**src/rtl/updown_counter.sv**
```systemverilog
// Modulo up/down counter with load, clear, optional saturation and a wrap/overflow indication.
// Optional snapshot register enabled by defining UPDOWN_COUNTER_CAPTURE_EN.
module updown_counter #(
  parameter int              WIDTH    = 8,
  parameter longint unsigned MODULUS  = 64'd256,
  parameter bit              SATURATE = 1'b0
) (
  input  logic             clock,
  input  logic             reset,
  input  logic             enable,
  input  logic             up,
  input  logic             load,
  input  logic [WIDTH-1:0] load_value,
  input  logic             clear,
  input  logic             capture,
  output logic [WIDTH-1:0] count,
  output logic             wrap,
  output logic             overflow,
  output logic [WIDTH-1:0] captured
);

  localparam int unsigned      EXT_W  = WIDTH + 1;
  localparam logic [WIDTH:0]   LAST_C = EXT_W'(MODULUS - 64'd1);

  logic [WIDTH-1:0] count_r;
  logic             wrap_r;
  logic             overflow_r;
  logic [WIDTH-1:0] captured_r;

  logic [WIDTH:0]   count_ext_s;
  logic [WIDTH:0]   load_ext_s;
  logic [WIDTH:0]   inc_s;
  logic [WIDTH:0]   dec_s;
  logic             at_top_s;
  logic             at_bottom_s;
  logic [WIDTH-1:0] next_count_s;
  logic             next_wrap_s;
  logic             next_overflow_s;

  // One extra bit keeps MODULUS-1 and the increment exact when MODULUS = 2^WIDTH.
  assign count_ext_s = {1'b0, count_r};
  assign load_ext_s  = {1'b0, load_value};
  assign inc_s       = count_ext_s + {{WIDTH{1'b0}}, 1'b1};
  assign dec_s       = count_ext_s - {{WIDTH{1'b0}}, 1'b1};
  assign at_top_s    = (count_ext_s == LAST_C);
  assign at_bottom_s = (count_r == {WIDTH{1'b0}});

  // Next-state selection: clear beats load beats enable.
  always_comb begin
    next_count_s    = count_r;
    next_wrap_s     = 1'b0;
    next_overflow_s = overflow_r;
    if (clear) begin
      next_count_s    = {WIDTH{1'b0}};
      next_overflow_s = 1'b0;
    end else if (load) begin
      if (load_ext_s > LAST_C) begin
        next_count_s = LAST_C[WIDTH-1:0];
      end else begin
        next_count_s = load_value;
      end
    end else if (enable) begin
      case ({up, (up ? at_top_s : at_bottom_s)})
        2'b10: next_count_s = inc_s[WIDTH-1:0];
        2'b00: next_count_s = dec_s[WIDTH-1:0];
        2'b11: begin
          next_count_s    = SATURATE ? count_r : {WIDTH{1'b0}};
          next_wrap_s     = 1'b1;
          next_overflow_s = 1'b1;
        end
        2'b01: begin
          next_count_s    = SATURATE ? count_r : LAST_C[WIDTH-1:0];
          next_wrap_s     = 1'b1;
          next_overflow_s = 1'b1;
        end
        default: begin
          next_count_s    = count_r;
          next_wrap_s     = 1'b0;
          next_overflow_s = overflow_r;
        end
      endcase
    end else begin
      next_count_s = count_r;
    end
  end

  // Counter state registers.
  always_ff @(posedge clock) begin
    if (reset) begin
      count_r    <= {WIDTH{1'b0}};
      wrap_r     <= 1'b0;
      overflow_r <= 1'b0;
    end else begin
      count_r    <= next_count_s;
      wrap_r     <= next_wrap_s;
      overflow_r <= next_overflow_s;
    end
  end

`ifdef UPDOWN_COUNTER_CAPTURE_EN
  // Snapshot of the pre-edge count, independent of clear/load/enable.
  always_ff @(posedge clock) begin
    if (reset) begin
      captured_r <= {WIDTH{1'b0}};
    end else if (capture) begin
      captured_r <= count_r;
    end else begin
      captured_r <= captured_r;
    end
  end
`else
  logic capture_unused_s;
  assign capture_unused_s = capture;

  // Snapshot feature absent: register held at zero.
  always_ff @(posedge clock) begin
    captured_r <= {WIDTH{1'b0}};
  end
`endif

  assign count    = count_r;
  assign wrap     = wrap_r;
  assign overflow = overflow_r;
  assign captured = captured_r;

endmodule

```
**config.mk**
```make
export PLATFORM = sky130hd
export DESIGN_NAME = updown_counter
export DESIGN_NICKNAME = d
export VERILOG_FILES = /design/src/rtl/updown_counter.sv
export SDC_FILE = /design/constraint.sdc
export NUM_CORES = 1
export LEC_CHECK = 0
export BUFFER_PORTS_ARGS = -buffer_cell sky130_fd_sc_hd__clkbuf_2
export CORE_AREA = 2 2 44 50
export CTS_CLUSTER_SIZE = 20
export DETAILED_ROUTE_END_ITERATION = 7
export DIE_AREA = 0 0 46 52
export PLACE_DENSITY = 0.72
export SETUP_SLACK_MARGIN = 0.02
export SKIP_CTS_REPAIR_TIMING = 1
export SYNTH_ARGS = -nofsm -noshare
export SYNTH_HDL_FRONTEND = slang
export SYNTH_SLANG_ARGS = --single-unit
```
**constraint.sdc**
```tcl
create_clock -name clock -period 2.7 [get_ports clock]
set_input_delay 0.135 -clock clock [delete_from_list [all_inputs] [get_ports clock]]
set_output_delay 0.135 -clock clock [all_outputs]
set_load 0.05 [all_outputs]
```
Yosys cells after proc, flatten, opt, wreduce, memory -nomap -nowiden

Index checks and enable logic that the tools add are counted.

Register bits: 10
Bits of input ports: 15
Word-level logic and storage cells: 25

$add $sub $neg: 2
Order comparisons: 1
Equal/unequal tests: 4
Muxes and demuxes: 6
Bitwise gates (word level): 2
Reduce and logical (&&, ||, !) cells: 7

Operators by type and width:

| kind                                                                   | count |
|---|---|
| 8-bit one-hot mux with 4 select lines                                  | 1 |
| 8-bit two-way mux                                                      | 3 |
| 8-bit by 1-bit adder with 8-bit output (second input constant)         | 1 |
| 8-bit equality test (second input constant)                            | 1 |
| 8-bit greater-than comparator (second input constant)                  | 1 |
| 8-bit zero test                                                        | 1 |
| 8-bit by 1-bit subtractor with 8-bit output (second input constant)    | 1 |
| 2-bit equality test (second input constant)                            | 2 |
| 2-bit OR reduction                                                     | 2 |
| 4-bit OR reduction                                                     | 1 |
| 3-bit AND reduction                                                    | 1 |
| 2-bit by 1-bit equality test with 1-bit output (second input constant) | 1 |
| 2-bit zero test                                                        | 1 |
| 1-bit two-way mux                                                      | 2 |
| 1-bit inverter                                                         | 2 |
| 2-bit nonzero test                                                     | 1 |

Logic depth before layout (Yosys ltp)

Gate-level depths: netlist (run 1).

Depth in word-level cells: 6
Mapped depth: 11
Mapped depth without buffers: 11

Worst setup path after synthesis (run 1)

OpenSTA, ideal clock, no wires.

Path type: reg-to-reg
Start: register count_r[0] (netlist: count[0])
End: register count_r[5] (netlist: count[5])
Data arrival time: 2551 ps
Data required time: 2583 ps
Slack: 32 ps
Cell stages (with the launch flop): 12
Buffers on the path: 0
Clock period less this slack: 2668 ps
Cells stage by stage: dfxtp_1 > nor4_1 > nand2_1 > or2b_1 > inv_1 > ha_1 > a211oi_1 > o21bai_1 > a21oi_1 > xor2_1 > o21bai_1 > a32o_1

Cells in the longest elaborated chain, start to end: 6

Ends and longest elaborated chain:

| item                                                                                | line | RTL |
|---|---|---|
| start: declaration                                                                  | 25   | `logic [WIDTH-1:0] count_r;` |
| start signal: assignment                                                            | 90   | `count_r <= {WIDTH{1'b0}};` |
| start signal: assignment                                                            | 94   | `count_r <= next_count_s;` |
| branches (longest 3 deep; another with 8-bit by 1-bit subtractor with 8-bit output) | -    |  |
| 8-bit one-hot mux with 4 select lines *                                             | 63   | `case ({up, (up ? at_top_s : at_bottom_s)})` |
| 8-bit two-way mux *                                                                 | 62   | `end else if (enable) begin` |
| 8-bit two-way mux *                                                                 | 56   | `end else if (load) begin` |

Mark *: on every way between the ends. The select of a mux whose other input is x is not followed.
A chain may end at the register's enable or synchronous reset.

Worst setup path in the final report (run 1)

Start: register count_r[2] (netlist: count[2])
End: register count_r[5] (netlist: count[5])

The elaborated chain is that of the path after synthesis.

==> impl_metrics.env, run 1 <==
export IMPL_status="finished, final reports clean"
export IMPL_viasPerCell=5.35
export IMPL_grt_overflow_total=0
export IMPL_rsz0062_at_grt="no"
export IMPL_grt_util_met2=0.377
export IMPL_areaGrowthSynthToFinish_pct=19.0
export IMPL_drt_iter0_drc=18
export IMPL_antenna_found_initial=0
export IMPL_p_int_uw=275
export IMPL_synth_top_cell_area_share=0.233
export IMPL_syn_area_um2=861
export IMPL_fp_dieH_um=52
export IMPL_wl_per_cell_um=13.3
export IMPL_top_usage_layer="met2"
export IMPL_ys_types=36
export IMPL_insertion_delay_ns=0.27
export IMPL_gp_congestion=0.826
export IMPL_drc=0
export IMPL_setup_worst_path_class="reg2reg"
export IMPL_drv_cap=0
export IMPL_dr_pass1_iters=4
export IMPL_grt_max_degree=18
export IMPL_cts_tree="yes"
export IMPL_start_kind="flop"
export IMPL_skew_ns=0.00653
export IMPL_hold_viol=0
export IMPL_ioPinCount=33
export IMPL_use_met1=0.249
export IMPL_max_freq_mhz=398
export IMPL_p_leak_nw=0.496
export IMPL_postRouteAntennaNets=0
export IMPL_numCtsBuffers=3
export IMPL_p_clk_frac=0.219
export IMPL_start_util=0.450
export IMPL_dp_hpwl_mm=1.79
export IMPL_vias=888
export IMPL_slew_viol_final=0
export IMPL_cp_required_ns=2.86
export IMPL_synth_top_area_cell="dfxtp_1"
export IMPL_setup_viol_count_final=0
export IMPL_netlist_top_cells_count="nor2_1 (22), a21oi_1 (12), dfxtp_1 (10), nor3_1 (9), buf_4 (8)"
export IMPL_p_sw_frac=0.403
export IMPL_yosysMostFrequentCell="nor2_1"
export IMPL_clk_path_buf_depth=2
export IMPL_yosys_warnings=0
export IMPL_p_comb_frac=0.434
export IMPL_pre_cts_slack_ns=0.136
export IMPL_cp_arrival_ns=2.67
export IMPL_peakVddDrop_mv=0.316
export IMPL_post_route_period_util=0.930
export IMPL_seqPwrFrac=0.346
export IMPL_nNetsFinal=171
export IMPL_port_buffers=23
export IMPL_drt_total_wl_mm=2.22
export IMPL_p_per_area_nw_per_um2=449
export IMPL_setup_tns_final_ns=0
export IMPL_grt_pass1_vias=850
export IMPL_syn_inst=119
export IMPL_core_region_area_um2=1910
export IMPL_rows=17
export IMPL_chipWidth_um=46
export IMPL_use_met3=0.0590
export IMPL_clkTransAtPathRegs_ns=0.06
export IMPL_async_flop_share=0
export IMPL_ys_ff_latch=10
export IMPL_track_usage=0.214
export IMPL_switchingPower_uw=186
export IMPL_ys_seq_area_frac=0.233
export IMPL_setup_ws_ns=0.189
export IMPL_critPathMaxFanout=6
export IMPL_cts_root_buf="clkbuf_4"
export IMPL_die_area_um2=2390
export IMPL_syn_mean_instance_area_um2=7.23
export IMPL_diodes=0
export IMPL_cts_htree_levels=1
export IMPL_grt_pass1_wl_mm=3.68
export IMPL_synthTopCellsByArea="dfxtp_1 (23%), nor2_1 (9.6%), ha_1 (8.7%)"
export IMPL_synth_edff_count=0
export IMPL_min_period_ns=2.51
export IMPL_clock_sinks=10
export IMPL_synth_ff_type="dfxtp_1"
export IMPL_fillers=204
export IMPL_hp_class="in2reg"
export IMPL_layout_drive_gt1_share=0.259
export IMPL_endpoint_kind="flop"
==> layer usage <==
layer	routed length, um	share of wire
met1	963	0.43
met2	1090	0.49
met3	120	0.054
met4	36	0.016
met5	0	0
==> power by group through the flow <==
stage / combinational, mW / sequential (mW) / clock [mW]
6_report: 0.200 / 0.159 / 0.101
5_1_grt: 0.219 / 0.160 / 0.111
4_1_cts: 0.198 / 0.159 / 0.105
3_5_place_dp: 0.198 / 0.163 / 0
3_3_place_gp: 0.191 / 0.162 / 0
2_1_floorplan: 0.131 / 0.188 / 0
==> cell type report <==
| cell class | count | area, um2 | share of cell area |
|---|---|---|---|
| multi-input cells | 100 | 592 | 0.578 |
| flip-flops and latches | 10 | 200 | 0.195 |
| repair buffers | 31 | 175 | 0.171 |
| well taps | 19 | 23.8 | 0.0232 |
| clock buffers | 3 | 22.5 | 0.0220 |
| inverters | 3 | 11.3 | 0.0110 |
==> cell families (layout without fill, tap and decap cells) <==
logic type,count (synthesis),count (layout),synth area share
AND/OR/NAND/NOR,51,51,0.276
multiplexers,1,1,0.0116
XOR/XNOR,4,4,0.0407
flip-flops,10,10,0.233
adder cells (fa/ha/maj),7,7,0.110
other,1,8,0.00436
AO/OA/AOI/OAI,29,29,0.208
buffers and inverters,16,37,0.116
==> final timing paths <==
check,from,to,slack [ns],depth (start not counted)
worst max-delay path,count[2]$_SDFFE_PP0P_,count[5]$_SDFFE_PP0P_,0.19,11
worst min-delay path,load_value[0],count[0]$_SDFFE_PP0P_,0.10,3
worst max register to register,count[2]$_SDFFE_PP0P_,count[5]$_SDFFE_PP0P_,0.19,11
worst min register to register,overflow$_SDFFE_PP0P_,overflow$_SDFFE_PP0P_,0.52,1
==> placed cells by master, fill, tap and decap left out <==
cell type	netlist	routed
clkbuf_2	0	23
nor2_1	22	22
a21oi_1	12	12
dfxtp_1	10	10
nor3_1	9	9
conb_1	1	8
buf_4	8	8
nand2_1	6	6
ha_1	6	6
o21ai_0	5	5
nand2b_1	4	4
inv_1	3	3
xnor2_1	3	3
clkbuf_4	0	3
nor4_1	2	2
o21a_1	2	2
a31oi_1	2	2
o21bai_1	2	2
or2b_1	1	1
or2_2	1	1
nor2_2	1	1
or2_1	1	1
nand4_1	1	1
nand3_1	1	1
mux2i_1	1	1
nor2b_1	1	1
a211oi_2	0	1
a41oi_1	1	1
a22o_1	1	1
or3_1	1	1
xor2_1	1	1
a32o_1	1	1
a21o_2	1	1
a211oi_1	2	1
fa_1	1	1
==> metrics by stage <==
stage / instance area (um2) / total power, mW / util / cells / hold slack (ns)
finish: 1020 / 0.460 / 0.535 / 166 / 0.105
global route: 1020 / 0.490 / 0.535 / 166 / 0.131
CTS: 1020 / 0.463 / 0.533 / 166 / 0.103
detailed placement: 997 / 0.360 / 0.521 / 163 / 0.375
global placement: 997 / 0.353 / 0.521 / 163 / 0.369
floorplan: 887 / 0.319 / - / 126 / 0.278
==> registers in the layout (all words and copies together), names as in the netlist <==
signal and count:
overflow 1, wrap 1, count 8
==> worst max-delay path, cell delays in order (launching register included) <==
cell,delay [ns]
dfxtp_1,0.32
nor4_1,0.29
nand2_1,0.11
or2b_1,0.20
inv_1,0.14
ha_1,0.33
a211oi_2,0.25
o21bai_1,0.10
a21oi_1,0.17
xor2_1,0.18
o21bai_1,0.09
a32o_1,0.23
No activity file was read; power rests on OpenSTA's default activity.
==> run 2: changes to the inputs <==
ABC_AREA = 1   (was default)
CORE_AREA = 2 2 45 52   (was 2 2 44 50)
DIE_AREA = 0 0 47 54   (was 0 0 46 52)
PLACE_DENSITY = 0.73   (was 0.72)
==> run 2 against run 1 <==
  * Final cell count grew 23%
  * Power grew 5.9%
  * Clock power is essentially flat
  * Cell area grew 7.0%
  * Synthesized cell count grew 24%
  * Combinational power grew 10%
  * Utilization shrank 0.63 points
  * Highest routed layer unchanged
==> impl_metrics.env, run 2 <==
export IMPL_status="finished, final reports clean"
export IMPL_rsz0062_at_grt="no"
export IMPL_min_period_ns=2.34
export IMPL_cts_htree_levels=1
export IMPL_grt_overflow_total=0
export IMPL_diodes=0
export IMPL_crit_top_cell="nand2_1"
export IMPL_setup_worst_path_class="reg2reg"
export IMPL_wl_per_cell_um=10.9
export IMPL_cp_cell_sequence="nor2_2 > nand2_2 > o21ai_4 > inv_1 > ha_1 > a21oi_1 > nand2_1 > a21oi_1 > nand3_1 > nand3_1 > nand2_1 > nand2_1 > a21oi_2"
export IMPL_crit_family="compound AO/OA/AOI/OAI gates"
export IMPL_layout_cells_non_filler=204
export IMPL_syn_mean_instance_area_um2=6.40
export IMPL_yosys_warnings=0
export IMPL_numCtsBuffers=3
export IMPL_switchingPower_uw=213
export IMPL_synthTopCellsByArea="dfxtp_1 (21%), nand2_1 (13%), ha_1 (7.9%)"
export IMPL_p_clk_frac=0.207
export IMPL_cp_required_ns=2.86
export IMPL_skew_ns=0.00825
export IMPL_holdWs_ns=0.135
export IMPL_crit_buf_inv=1
export IMPL_clk_path_buf_depth=2
export IMPL_die_area_um2=2540
export IMPL_r2r_cells=13
export IMPL_postRouteAntennaNets=0
export IMPL_start_kind="flop"
export IMPL_slowest_delay_ns=0.38
export IMPL_synth_top_cell_area_share=0.211
export IMPL_hp_class="in2reg"
export IMPL_synth_edff_count=0
export IMPL_largest_reg_flops=8
export IMPL_endpoint_kind="flop"
export IMPL_syn_area_um2=947
export IMPL_rows=18
export IMPL_layout_commonest_cell="nand2_1"
export IMPL_vias=996
export IMPL_ys_ff_latch=10
export IMPL_ioPinCount=33
export IMPL_port_buffers=23
export IMPL_cts_tree="yes"
export IMPL_cts_root_buf="clkbuf_4"
export IMPL_drv_cap=0
export IMPL_p_comb_frac=0.450
export IMPL_p_leak_nw=0.591
export IMPL_insertion_delay_ns=0.27
export IMPL_setup_viol_count_final=0
export IMPL_hold_viol=0
export IMPL_cp_depth=13
export IMPL_synth_top_area_cell="dfxtp_1"
export IMPL_gp_congestion=0.802
export IMPL_syn_inst=148
export IMPL_p_per_area_nw_per_um2=445
export IMPL_cp_arrival_ns=2.49
export IMPL_r2r_start="count[0]$_SDFFE_PP0P_"
export IMPL_netlist_top_cells_count="nand2_1 (33), inv_1 (19), nor2_1 (18), a21oi_1 (14), nand3_1 (12)"
export IMPL_viasPerCell=4.88
export IMPL_startpoint="count[0]$_SDFFE_PP0P_"
export IMPL_dr_pass1_iters=4
export IMPL_dp_hpwl_mm=1.82
export IMPL_peakVddDrop_mv=0.291
export IMPL_ys_types=24
export IMPL_slew_viol_final=0
export IMPL_cp_endpoint="count[7]$_SDFFE_PP0P_"
export IMPL_synth_ff_type="dfxtp_1"
export IMPL_utilization=0.529
export IMPL_grt_max_degree=8
export IMPL_areaGrowthSynthToFinish_pct=15.7
export IMPL_final_cell_mix="nand2_1 (33), clkbuf_2 (23), inv_1 (19)"
export IMPL_max_freq_mhz=428
export IMPL_track_usage=0.197
export IMPL_yosysMostFrequentCell="nand2_1"
export IMPL_setup_tns_final_ns=0
export IMPL_fp_dieH_um=54
export IMPL_p_sw_frac=0.438
export IMPL_seqPwrFrac=0.343
export IMPL_post_route_period_util=0.865
export IMPL_ys_seq_area_frac=0.211
export IMPL_async_flop_share=0
export IMPL_drt_total_wl_mm=2.22
export IMPL_chipWidth_um=47
export IMPL_clkTransAtPathRegs_ns=0.07
export IMPL_drt_iter0_drc=30
export IMPL_critPathMaxFanout=7
export IMPL_slowest_stage="dfxtp_1"
export IMPL_r2r_end="count[7]$_SDFFE_PP0P_"
export IMPL_antenna_found_initial=0
export IMPL_nNetsFinal=198
export IMPL_clock_sinks=10
export IMPL_start_util=0.457
export IMPL_drc=0
export IMPL_dp_cells=201
export IMPL_layout_drive_gt1_share=0.224
export IMPL_p_int_uw=274
export IMPL_core_region_area_um2=2070
export IMPL_grt_pass1_vias=870
export IMPL_grt_pass1_wl_mm=3.62
export IMPL_r2r_slack_ns=0.36
[run 2: cell types whose count changed after synthesis, sizes merged, moves of 3 or more]
cell	before	now
o221ai	0	3
nand2b	4	0
nand3	1	12
a21oi	12	15
nand2	6	36
buf	12	8
xnor2	3	0
inv	3	19
nor3	9	1
[run 2: power by group through the flow]
stage | sequential (mW) | clock (mW) | combinational (mW)
floorplan | 0.195 | 0 | 0.154
global placement | 0.170 | 0 | 0.212
detailed placement | 0.170 | 0 | 0.218
CTS | 0.167 | 0.102 | 0.219
global route | 0.168 | 0.109 | 0.244
finish | 0.167 | 0.101 | 0.220
[run 2: layout make-up]
class,instances,area (um2)
inverter,19,71.3
fill,229,976
timing repair buffer,24,123
tap,30,37.5
multi-input combinational,118,642
sequential,10,200
clock buffer,3,22.5
[run 2: worst min path at each step]
stage	cells past startpoint	slack (ns)	start	endpoint
after floorplan	1	0.21	load	wrap$_SDFF_PP0_
after global placement	3	0.39	load_value[1]	count[1]$_SDFFE_PP0P_
after global routing	3	0.15	load_value[1]	count[1]$_SDFFE_PP0P_
final	3	0.13	load_value[1]	count[1]$_SDFFE_PP0P_
after CTS	3	0.14	load_value[1]	count[1]$_SDFFE_PP0P_
after detailed placement	3	0.40	load_value[1]	count[1]$_SDFFE_PP0P_
[run 2: layer usage]
| layer | vias up | global-route usage | wire length (um) |
|---|---|---|---|
| met2 | 37 | 0.326 | 1060 |
| met1 | 428 | 0.251 | 1010 |
| met5 | - | 0 | 0 |
| li1 | 525 | - | - |
| met4 | 0 | 0.0741 | 33 |
| met3 | 6 | 0.0336 | 121 |
[run 2: logic make-up (layout without fill, tap and decap cells)]
group / Yosys count / count (layout) / share of synthesized area
flip-flops: 10 / 10 / 0.211
adder cells (fa/ha/maj): 7 / 7 / 0.100
other: 1 / 8 / 0.00396
buffers and inverters: 27 / 46 / 0.139
AND/OR/NAND/NOR: 77 / 77 / 0.378
AO/OA/AOI/OAI: 26 / 26 / 0.168
[run 2: worst reg2reg max path, delay by kind of cell (launching register included)]
family	cells	cell delay (ns)
AO/OA/AOI/OAI	4	0.67
AND/OR/NAND/NOR	7	0.64
flip-flops	1	0.38
adder cells (fa/ha/maj)	1	0.37
buffers and inverters	1	0.18
[run 2: through the flow]
step,cell area (um2),setup WS [ns],total power [mW]
after global placement,1070,0.429,0.382
final,1100,0.364,0.488
after detailed placement,1070,0.377,0.388
after global routing,1100,0.149,0.522
after CTS,1100,0.372,0.488
after floorplan,973,0.429,0.349
